File: config.mk
export PLATFORM = sky130hd
export DESIGN_NAME = color_config_ctrl
export DESIGN_NICKNAME = d
export VERILOG_FILES = /design/src/rtl/color_config_ctrl.sv
export SDC_FILE = /design/constraint.sdc
export NUM_CORES = 1
export LEC_CHECK = 0
export CORE_AREA = 2 2 95 97
export CTS_CLUSTER_SIZE = 12
export DETAILED_ROUTE_END_ITERATION = 8
export DIE_AREA = 0 0 97 99
export PLACE_DENSITY = 0.62
export SLEW_MARGIN = 20
export SYNTH_ARGS = -nofsm -noshare
export SYNTH_HDL_FRONTEND = slang
export SYNTH_SLANG_ARGS = --single-unit
File: constraint.sdc
create_clock -name clk -period 6.3 [get_ports clk]
set_input_delay 1.26 -clock clk [delete_from_list [all_inputs] [get_ports clk]]
set_output_delay 1.26 -clock clk [all_outputs]
set_load 0.1 [all_outputs]
File: src/rtl/color_config_ctrl.sv
// color_config_ctrl: button-driven paper/letter/tone editor with frame-synchronous commit
// Ports: clk, reset (sync, active-high); btn_sel/btn_next raw buttons; frame_end vblank pulse;
//        color_p/color_l/ton active colour outputs; edit_field current field; pending uncommitted edit
module color_config_ctrl #(
  parameter int         DEBOUNCE_CYCLES = 500000,
  parameter logic [7:0] TON_STEP        = 8'h01
) (
  input  logic       clk,
  input  logic       reset,
  input  logic       btn_sel,
  input  logic       btn_next,
  input  logic       frame_end,
  output logic [2:0] color_p,
  output logic [2:0] color_l,
  output logic [7:0] ton,
  output logic [1:0] edit_field,
  output logic       pending
);
  localparam int CW = $clog2(DEBOUNCE_CYCLES + 1);
  typedef enum logic [1:0] {EDIT_P = 2'b00, EDIT_L = 2'b01, EDIT_T = 2'b10} state_t;
  // bit 0 = sel, bit 1 = next
  logic [1:0]    r_s1, r_s2, r_lvl, r_lvl_d;
  logic [CW-1:0] r_cnt [2];
  state_t        r_state;
  logic [2:0]    r_sp, r_sl, r_cp, r_cl;
  logic [7:0]    r_st, r_ct;
  logic          r_pending;
  logic [1:0]    w_press;
  logic          w_sel, w_next, w_chg;
  logic [2:0]    w_p1, w_l1, w_np, w_nl;
  logic [7:0]    w_nt;
  always_ff @(posedge clk) begin
    if (reset) begin
      r_s1    <= '0;
      r_s2    <= '0;
      r_lvl   <= '0;
      r_lvl_d <= '0;
      for (int i = 0; i < 2; i++) r_cnt[i] <= '0;
    end else begin
      r_s1    <= {btn_next, btn_sel};
      r_s2    <= r_s1;
      r_lvl_d <= r_lvl;
      for (int i = 0; i < 2; i++) begin
        if (r_s2[i] == r_lvl[i]) r_cnt[i] <= '0;
        else if (r_cnt[i] == CW'(DEBOUNCE_CYCLES - 1)) begin
          r_lvl[i] <= r_s2[i];
          r_cnt[i] <= '0;
        end else r_cnt[i] <= r_cnt[i] + 1'b1;
      end
    end
  end
  // Press pulse on debounced rising edge only; paper and letter skip over each other
  always_comb begin
    w_press = r_lvl & ~r_lvl_d;
    w_sel   = w_press[0];
    w_next  = w_press[1];
    w_p1    = r_sp + 3'd1;
    w_l1    = r_sl + 3'd1;
    w_np    = (w_p1 == r_sl) ? w_p1 + 3'd1 : w_p1;
    w_nl    = (w_l1 == r_sp) ? w_l1 + 3'd1 : w_l1;
    w_nt    = r_st + TON_STEP;
    w_chg   = w_next && (r_state != EDIT_T || w_nt != r_st);
  end
  always_ff @(posedge clk) begin
    if (reset) begin
      r_state   <= EDIT_P;
      r_sp      <= 3'b000;
      r_sl      <= 3'b111;
      r_st      <= 8'hFF;
      r_cp      <= 3'b000;
      r_cl      <= 3'b111;
      r_ct      <= 8'hFF;
      r_pending <= 1'b0;
    end else begin
      // commit samples the shadows before any same-cycle edit lands
      if (frame_end && r_pending) begin
        r_cp <= r_sp;
        r_cl <= r_sl;
        r_ct <= r_st;
      end
      r_pending <= w_chg || (r_pending && !frame_end);
      r_sp      <= (w_next && r_state == EDIT_P) ? w_np : r_sp;
      r_sl      <= (w_next && r_state == EDIT_L) ? w_nl : r_sl;
      r_st      <= (w_next && r_state == EDIT_T) ? w_nt : r_st;
      r_state   <= !w_sel ? r_state : r_state == EDIT_P ? EDIT_L : r_state == EDIT_L ? EDIT_T : EDIT_P;
    end
  end
  assign color_p    = r_cp;
  assign color_l    = r_cl;
  assign ton        = r_ct;
  assign edit_field = r_state;
  assign pending    = r_pending;
endmodule

==> results.md <==
- **Unique masters post-synth** 47
- **Ys Warns** 0
- **register bit count reported by yosys** 77
- **transition time at the pin with the least slew margin** 985 ps
- **initial antenna violation count** 0
- **arrival time of the worst setup path** 2160 ps
- **Remaining DRCs** 0
- **floorplan die width** 97 um
- **Slowest-stage cell, CP** clkdlybuf4s50_1
- **Root Buffer Master** clkbuf_8
- **largest net degree at the start of global routing** 43
- **Total GRT Usage** 15.0%
- **first drt pass iteration count** 5
- **sequential cell area fraction in the yosys report** 50.5%
- **area added between synthesis and finish** 16.3%
- **final hold violations** 0
- **setup tns final** 0 ps
- **routed wire length** 6880 um
- **post-route total power** 929 uW
- **Clk pwr share** 37.7%
- **ys async rst share** 0%
- **top post-synthesis cells by count** 39 x dfxtp_1, 38 x edfxtp_1, 34 x nor2_1
- **number of nets with antenna violations after routing** 0
- **P_sw** 213 uW
- **relative contribution of sequential cells to total power** 59.0%
- **most numerous cell in the Yosys netlist** dfxtp_1
- **period utilisation layout** 54.2%
- **Buffers on Ports** 21
- **Core Area** 8550 um2
- **insertion delay of the later-clocked pin in the worst-skew pair** 340 ps
- **Min Clock Period, post-route** 3420 ps
- **proportion of layout cells with a drive suffix above 1** 6.45%
- **via total after detailed routing** 2768
- **Final #Nets** 440
- **dpl hpwl** 4750 um
- **overall die area** 9600 um2
- **worst path setup slack after routing** 2880 ps
- **worst slack at placement** 3090 ps
- **number of max-cap violations** 0
- **area of the mapped netlist** 3800 um2
- **TritonCTS sink count** 77
- **predominant post-synthesis flop cell** dfxtp_1
- **Resized Gates After CTS** 0
- **largest area contributor in the netlist** edfxtp_1
- **max-slew violation count** 0
- **Worst path max stage delay** 1220 ps
- **peak ir drop on the vdd network** 0.0926 mV
- **wire length of the first global-routing pass** 11800 um
- **Critical path buffers and inverters** 1
- **Antenna Diode Count** 0
- **setup violators final** 0
- **Clock Pin Slew Worst Setup and Hold Paths** 80 ps
- **# Post-CTS Setup Buffers** 0
- **kind of critical path** reg2out
- **combinational power share** 3.4%
- **power density over the cells** 210 nW/um2
- **startpoint types** flip-flop
- **Placement Rows** 34
- **fmax** 293 MHz
- **Lkg Pwr** 0.00161 uW
- **clock buffers created by TritonCTS** 9
- **outcome** complete, no violations
- **Syn Area/Cell** 10.1 um2
- **top cell type's share of synthesized area** 30.0%
- **depth of the CTS H-tree** 3
- **sequential cell area** 1920 um2
- **number of enable-type register cells in the synthesized netlist** 38
- **path category of the worst min-delay check** reg2reg
- **vias in the first global route** 2619
- **final worst clock skew** 14.4 ps
- **kind of cell with the highest combined delay on the critical path** buffers and inverters
- **worst relative slew slack** 34.1%
- **Vias/cell** 5.11
- **total grt overflow** 0
- **die span in y** 99 um
- **routability congestion estimate from global placement** 0.769
- **Internal** 717 uW
- **number of primary I/O pins** 22
- **Max clock buf depth** 2
- **number of cells produced by synthesis** 375
- **RSZ-0062 raised after global routing** no
- **CTS tree** done
- **worst path cell trace** clkdlybuf4s50_1
- **cell types occupying the most area after synthesis** edfxtp_1 30%, dfxtp_1 21%, xor2_1 5.5%
- **switching share of power** 22.9%
- **initial core utilization** 44.5%
- **data required time of the worst path** 5040 ps
- **endpoint kind of the worst setup timing path** output port
- **violation count after the first detailed-route iteration** 84
- **critical path peak fanout** 16
- **multi-input gate area in the final layout** 1920 um2
- **count of filler cells inserted in the layout** 793
- **wire length per cell** 12.7 um
- **total of hold buffers inserted after clock tree synthesis** 0
-- sequential cells by signal, indices dropped and copies added, names as in the netlist --
signal      count
color_l         3
color_p         3
edit_field      2
pending         1
r_cnt          38
r_lvl           2
r_lvl_d         2
r_s1            2
r_s2            2
r_sl            3
r_sp            3
r_st            8
ton             8
-- placed cells by master, fill, tap and decap left out, types with 2 or more instances in the layout --
cell type | Yosys | routed
buf_4 | 0 | 3
clkdlybuf4s50_1 | 0 | 21
and4_1 | 2 | 2
nor4b_1 | 5 | 5
nand2_1 | 23 | 23
nor2_1 | 34 | 34
mux2i_1 | 3 | 3
o31ai_1 | 5 | 5
or3_1 | 7 | 7
or4_1 | 5 | 5
nand2b_1 | 9 | 9
nand3_1 | 13 | 13
xor3_1 | 2 | 2
and3_1 | 18 | 18
nor2b_1 | 11 | 11
xnor2_1 | 14 | 14
nand4_1 | 14 | 14
or3_2 | 3 | 3
inv_4 | 0 | 2
clkinv_2 | 0 | 2
dfxtp_1 | 39 | 39
xor2_1 | 24 | 24
clkbuf_8 | 0 | 9
a211o_1 | 12 | 12
o21ai_0 | 11 | 11
conb_1 | 1 | 38
ha_1 | 6 | 6
inv_1 | 9 | 9
a21oi_1 | 22 | 22
edfxtp_1 | 38 | 38
nor4_1 | 5 | 5
nor3_1 | 3 | 3
o21bai_1 | 3 | 3
-- power by group through the flow --
| stage | registers (uW) | logic, uW | clock network (uW) |
|---|---|---|---|
| 2_1_floorplan | 556 | 23.7 | 0 |
| 3_3_place_gp | 559 | 30.7 | 0 |
| 3_5_place_dp | 560 | 30.9 | 0 |
| 4_1_cts | 548 | 31.0 | 362 |
| 5_1_grt | 550 | 36.2 | 384 |
| 6_report | 548 | 31.2 | 350 |
-- through the flow --
stage,utilization (%),area [um2],instances,hold slack (ps)
6_report,51.8,4430,542,438
5_1_grt,51.8,4430,542,470
4_1_cts,51.8,4430,542,437
3_5_place_dp,49.6,4240,526,426
3_3_place_gp,49.6,4240,526,422
2_1_floorplan,-,3940,412,414
-- layer usage --
metal / track usage [%] / routed length, um
met5: 0 / 0
met4: 5.53 / 53
met3: 2.62 / 141
met2: 26.4 / 3370
met1: 18.6 / 3310
-- cell type report --
type	count	share of cell area, %
flip-flops and latches	77	43.4
well taps	108	3.05
clock inverters	5	0.707
clock buffers	11	3.45
multi-input cells	308	43.3
repair buffers	24	5.26
inverters	9	0.763
-- final timing paths --
| check | start | endpoint | depth (start not counted) | slack, ps |
|---|---|---|---|---|
| worst max-delay path | pending | pending | 1 | 2880 |
| worst max register to register | r_cnt[0][2] | r_cnt[0][17] | 4 | 4170 |
| worst min-delay path | r_s1[0] | r_s2[0] | 1 | 440 |
| worst min register to register | r_s1[0] | r_s2[0] | 1 | 440 |
-- cell families after synthesis --
kind of cell	share of synthesized area, %
AO/OA/AOI/OAI	10.3
XOR/XNOR	10.0
adder cells (fa/ha/maj)	1.97
buffers and inverters	2.70
flip-flops	50.5
multiplexers	1.09
other	0.0986
AND/OR/NAND/NOR	23.4
No activity file was read; power rests on OpenSTA's default activity.
